$ cat src/rtl/mem_if_pkg.sv
// Shared definitions for the cache refill controllers: FSM state encoding
// and line-geometry helpers.
package mem_if_pkg;

  typedef enum logic [1:0] {
    IDLE = 2'd0,
    WB   = 2'd1,
    FILL = 2'd2,
    RESP = 2'd3
  } refill_state_e;

  // Number of byte-offset bits inside a line of line_words 32-bit words.
  function automatic int line_off(input int line_words);
    return $clog2(line_words) + 2;
  endfunction

  // LSB position of word idx inside a packed line.
  function automatic int word_lsb(input int idx, input int data_w);
    return idx * data_w;
  endfunction

endpackage

$ cat src/rtl/dcache_refill_ctl.sv
// Data-cache miss handler: optional victim writeback, then line fill, issued
// as single-word memory transactions; the filled line is returned to the cache.
//
// state | meaning
// IDLE  | ready for a miss request
// WB    | writing victim line word idx to memory
// FILL  | reading fill line word idx from memory
// RESP  | filled line presented to the cache
module dcache_refill_ctl
  import mem_if_pkg::*;
#(
  parameter int ADDR_W     = 32,
  parameter int DATA_W     = 32,
  parameter int LINE_WORDS = 4
) (
  input  logic                         clk,
  input  logic                         rst,
  input  logic                         req_valid,
  output logic                         req_ready,
  input  logic                         req_dirty,
  input  logic [ADDR_W-1:0]            req_fill_addr,
  input  logic [ADDR_W-1:0]            req_wb_addr,
  input  logic [LINE_WORDS*DATA_W-1:0] req_wb_line,
  output logic                         resp_valid,
  input  logic                         resp_ready,
  output logic [LINE_WORDS*DATA_W-1:0] resp_line,
  output logic                         busy,
  output logic                         mem_req,
  output logic                         mem_we,
  output logic [ADDR_W-1:0]            mem_addr,
  output logic [DATA_W-1:0]            mem_wdata,
  input  logic                         mem_ack,
  input  logic [DATA_W-1:0]            mem_rdata
);

  localparam int IDX_W  = $clog2(LINE_WORDS);
  localparam int OFF    = line_off(LINE_WORDS);
  localparam int LINE_W = LINE_WORDS * DATA_W;
  localparam logic [IDX_W-1:0] LAST_IDX = IDX_W'(LINE_WORDS - 1);

  refill_state_e     state_q, state_d;
  logic [IDX_W-1:0]  idx_q, idx_d;
  logic [ADDR_W-1:0] fill_base_q, fill_base_d;
  logic [ADDR_W-1:0] wb_base_q, wb_base_d;
  logic [LINE_W-1:0] wb_line_q, wb_line_d;
  logic [LINE_W-1:0] resp_line_q, resp_line_d;
  logic [ADDR_W-1:0] word_off;

  // Byte offsets within the line are discarded at acceptance.
  logic unused_addr_bits;
  assign unused_addr_bits = ^{req_fill_addr[OFF-1:0], req_wb_addr[OFF-1:0]};

  always_ff @(posedge clk or negedge rst) begin
    if (!rst) begin
      state_q     <= IDLE;
      idx_q       <= '0;
      fill_base_q <= '0;
      wb_base_q   <= '0;
      wb_line_q   <= '0;
      resp_line_q <= '0;
    end else begin
      state_q     <= state_d;
      idx_q       <= idx_d;
      fill_base_q <= fill_base_d;
      wb_base_q   <= wb_base_d;
      wb_line_q   <= wb_line_d;
      resp_line_q <= resp_line_d;
    end
  end

  always_comb begin
    state_d     = state_q;
    idx_d       = idx_q;
    fill_base_d = fill_base_q;
    wb_base_d   = wb_base_q;
    wb_line_d   = wb_line_q;
    resp_line_d = resp_line_q;
    case (state_q)
      IDLE: begin
        if (req_valid) begin
          fill_base_d = {req_fill_addr[ADDR_W-1:OFF], {OFF{1'b0}}};
          wb_base_d   = {req_wb_addr[ADDR_W-1:OFF], {OFF{1'b0}}};
          wb_line_d   = req_wb_line;
          idx_d       = '0;
          state_d     = req_dirty ? WB : FILL;
        end
      end
      WB: begin
        if (mem_ack) begin
          if (idx_q == LAST_IDX) begin
            idx_d   = '0;
            state_d = FILL;
          end else begin
            idx_d = idx_q + 1'b1;
          end
        end
      end
      FILL: begin
        if (mem_ack) begin
          resp_line_d[word_lsb(int'(idx_q), DATA_W) +: DATA_W] = mem_rdata;
          if (idx_q == LAST_IDX) begin
            idx_d   = '0;
            state_d = RESP;
          end else begin
            idx_d = idx_q + 1'b1;
          end
        end
      end
      RESP: begin
        if (resp_ready) state_d = IDLE;
      end
      default: state_d = IDLE;
    endcase
  end

  // Every output is a decode of registered state, so reset drops mem_req at once.
  assign word_off   = {{(ADDR_W-OFF){1'b0}}, idx_q, 2'b00};
  assign req_ready  = (state_q == IDLE);
  assign busy       = (state_q != IDLE);
  assign resp_valid = (state_q == RESP);
  assign resp_line  = resp_line_q;
  assign mem_req    = (state_q == WB) || (state_q == FILL);
  assign mem_we     = (state_q == WB);

  always_comb begin
    mem_addr  = '0;
    mem_wdata = '0;
    case (state_q)
      WB: begin
        mem_addr  = wb_base_q | word_off;
        mem_wdata = wb_line_q[word_lsb(int'(idx_q), DATA_W) +: DATA_W];
      end
      FILL: mem_addr = fill_base_q | word_off;
      default: ;
    endcase
  end

endmodule

$ cat config.mk
export PLATFORM = sky130hd
export DESIGN_NAME = dcache_refill_ctl
export DESIGN_NICKNAME = d
export VERILOG_FILES = /design/src/rtl/mem_if_pkg.sv /design/src/rtl/dcache_refill_ctl.sv
export SDC_FILE = /design/constraint.sdc
export NUM_CORES = 1
export LEC_CHECK = 0
export BUFFER_PORTS_ARGS = -buffer_cell sky130_fd_sc_hd__buf_2
export CAP_MARGIN = 15
export CORE_AREA = 2 2 166 168
export CTS_BUF_LIST = sky130_fd_sc_hd__clkbuf_4 sky130_fd_sc_hd__clkbuf_8
export DETAILED_ROUTE_END_ITERATION = 12
export DIE_AREA = 0 0 168 170
export MAX_ROUTING_LAYER = met4
export PLACE_DENSITY = 0.83
export SYNTH_ARGS = -nofsm -noshare
export SYNTH_HDL_FRONTEND = slang
export SYNTH_SLANG_ARGS = --single-unit
$ cat constraint.sdc
create_clock -name clk -period 7.7 [get_ports clk]
set_clock_uncertainty 0.15 [all_clocks]
set_input_delay 1.54 -clock clk [delete_from_list [all_inputs] [get_ports clk]]
set_output_delay 1.54 -clock clk [all_outputs]
set_load 0.01 [all_outputs]
==> metrics.md <==
| Metric | Value |
|---|---|
| Outcome | `finished, final reports clean` |
| CP max FO | `22` |
| Final hold vios | `0` |
| Top Metal Used | `met4` |
| Synthesized area | `0.0133 sq mm` |
| Deepest clock path buffer count | `3` |
| Synth Instances | `940` |
| Starting Density | `49.8%` |
| Startpoint Class | `register` |
| Syn avg cell area | `14.1 sq um` |
| Core Footprint | `about 0.027 sq mm` |
| PortBufs | `416` |
| HPWL after DPL | `24.2 mm` |
| RSZ-0062 raised after global routing | `false` |
| Clk pin slew, worst setup/hold paths | `0.06 ns` |
| Synth Flop Type | `dfrtp_1` |
| TritonCTS clock tree | `yes` |
| Period utilisation layout | `58.5%` |
| Area delta synth->final | `26.2%` |
| Cts bufs inserted | `51` |
| DRT Pass-1 Iters | `5` |
| Slew Viols, Final | `0` |
| Filler cells | `2,016` |
| Post-Route WL | `35.5 mm` |
| Most common cell after layout, fill and taps aside | `buf_2` |
| Worst setup EP type | `output port` |
| Met1 Wirelength | `between 10 and 15 mm` |
| Number of core rows | `60` |
| Minimum clock period | `4.50 ns` |
| FFs w/ async S/R, synth | `100%` |
| Reg-to-reg startpoint | `idx_q[0]` |
| Leakage Power | `8.39 nW` |
| # H-tree levels | `2` |
| Grt total ovfl | `0` |
| Cell Pwr Density | `433 mW/mm^2` |
| EDFF count, synth | `0` |
| Die Y | `170 microns` |
| CTS root buf | `clkbuf_8` |
| Final nets | `approximately 1,600` |
| Remaining antenna violation count | `0` |
| Setup violations, final | `0` |
| Sequential area share after synthesis | `59.6%` |
| Setup Fix Bufs, Post-CTS | `0` |
| DR vias | `roughly 9,600` |
| Die area | `~0.029 sq mm` |
| Overall routing resource usage | `25.4%` |
| Worst hold path class | `reg2reg` |
| Met2 wire length | `17.5 mm` |
| Overall Power | `7.25 mW` |
| # IOs | `427` |
| Transition time of the tightest slew-check pin | `1.06 ns` |
| Antenna violations before repair | `5` |
| Worst Path Required | `about 6.0 ns` |
| Drt drc | `0` |
| WL per Instance | `20.5 microns` |
| Vias in the first global route | `roughly 10,000` |
| Netlist cell types | `37` |
| Critical path startpoint | `idx_q[0]` |
| Metal3 WL | `3.43 mm` |
| Largest net degree at the start of global routing | `175` |
| Post-CTS Hold Fix Bufs | `0` |
| Die width | `approximately 170 microns` |
| FMAX | `222 MHz` |
| Most frequent cells in the layout | `415 x buf_2, 314 x dfrtp_1, 184 x mux2_2` |
| VDD IR max | `around 280 uV` |
| Post-route setup TNS | `0 ns` |
| Clock latency on the worst-skew pair | `0.56 ns` |
| Num Clock Sinks | `approximately 320` |
| Cts repair resizes | `0` |
| First-pass GRT wire length | `55.0 mm` |
| Crit path DAT | `roughly 2.8 ns` |
| Synth Register Bits | `316` |
| Final Wtd Congestion | `0.797` |
| Yosys warnings | `0` |
| Fraction of layout cells with a size suffix above 1 | `53.8%` |
| DRT iter0 DRCs | `between 700 and 800` |
| Via density | `5.56` |
| Slew headroom | `between 20 and 30%` |
| Setup CP Type | `reg2out` |
| Max-cap viol count | `0` |
| Min-delay src | `resp_line[33]` |
[cell usage after synthesis (2+ instances only)]
master	instances	area, sq um
dfrtp_1	316	7910
mux2_2	184	2070
a22o_1	96	841
nand2_1	62	233
and2_1	32	200
clkbuf_1	32	120
mux4_2	32	721
o21ai_0	31	155
buf_2	29	145
a22oi_1	28	210
nor2_1	28	105
ha_1	13	163
inv_1	7	26.3
nand3_1	7	35.0
buf_4	6	45.0
buf_1	4	15.0
mux2i_1	4	40.0
and3_1	3	18.8
buf_6	3	33.8
nor2b_1	3	18.8
a21oi_1	2	10.0
nor4_1	2	12.5
o221ai_1	2	17.5
[sequential cells by signal, summed over array words and instances (netlist names)]
name / flops
idx_q: 2
fill_base_q: 28
wb_line_q: 128
wb_base_q: 28
resp_line: 128
state_q: 2
[stage by stage]
step / area [sq um] / cells / worst slack (ns) / util (%) / hold slack (ns)
2_1_floorplan: 13300 / 941 / 4.24 / - / 0.324
3_3_place_gp: 15600 / 1637 / 3.70 / 58.5 / 0.308
3_5_place_dp: 15600 / 1637 / 3.70 / 58.5 / 0.317
4_1_cts: 16700 / 1724 / 3.07 / 62.7 / 0.331
5_1_grt: 16700 / 1730 / 2.95 / 62.8 / 0.358
6_report: 16700 / 1731 / 3.20 / 62.8 / 0.324
[per-layer routing]
| layer | vias to the layer above | global-route usage (%) |
|---|---|---|
| met1 | 4841 | 29.6 |
| met3 | 78 | 7.74 |
| met5 | - | - |
| met2 | 459 | 41.7 |
| li1 | 4243 | - |
| met4 | 0 | 9.53 |
[logic make-up after synthesis]
logic type	after synthesis	synth area share (%)
AOI/OAI and AO/OA	162	9.49
buffers and inverters	81	2.90
muxes	221	21.5
adders and majority gates	13	1.23
DFF	316	59.6
other	1	0.0283
and+or+nand+nor	146	5.32
[path summary, 6_finish.rpt]
kind                            endpoint  cells after the start  slack (ns)
min reg2reg                resp_line[33]                      2        0.32
min in group asynchronous  resp_line[61]                      1        0.77
max                        mem_wdata[19]                      4        3.20
max in group asynchronous  wb_line_q[62]                      2        5.28
min                        resp_line[33]                      2        0.32
max reg2reg                resp_line[15]                      7        4.13
[where the power goes]
group          internal (mW)  switching, mW  total [mW]  leakage, nW
registers               2.45          0.494        2.95         3.99
logic                   1.47           1.29        2.76         3.82
clock network          0.906          0.638        1.54        0.586
total                   4.83           2.42        7.25         8.39
[worst max-delay path: stages, from the launching register on]
cell     delay, ns
dfrtp_2       0.87
buf_4         0.50
mux4_2        0.55
and2_1        0.17
buf_2         0.14
[final cells by class]
| type | instances | area [sq um] | area share (%) |
|---|---|---|---|
| well taps | 341 | 427 | 2.55 |
| clock buffers | 81 | 1030 | 6.13 |
| clock inverters | 6 | 82.6 | 0.493 |
| inverters | 7 | 26.3 | 0.157 |
| multi-input cells | 544 | 5030 | 30.0 |
| diodes | 6 | 15.0 | 0.0897 |
| repair buffers | 430 | 2230 | 13.3 |
| flip-flops and latches | 316 | 7910 | 47.2 |
(Power assumes the default switching activity.)
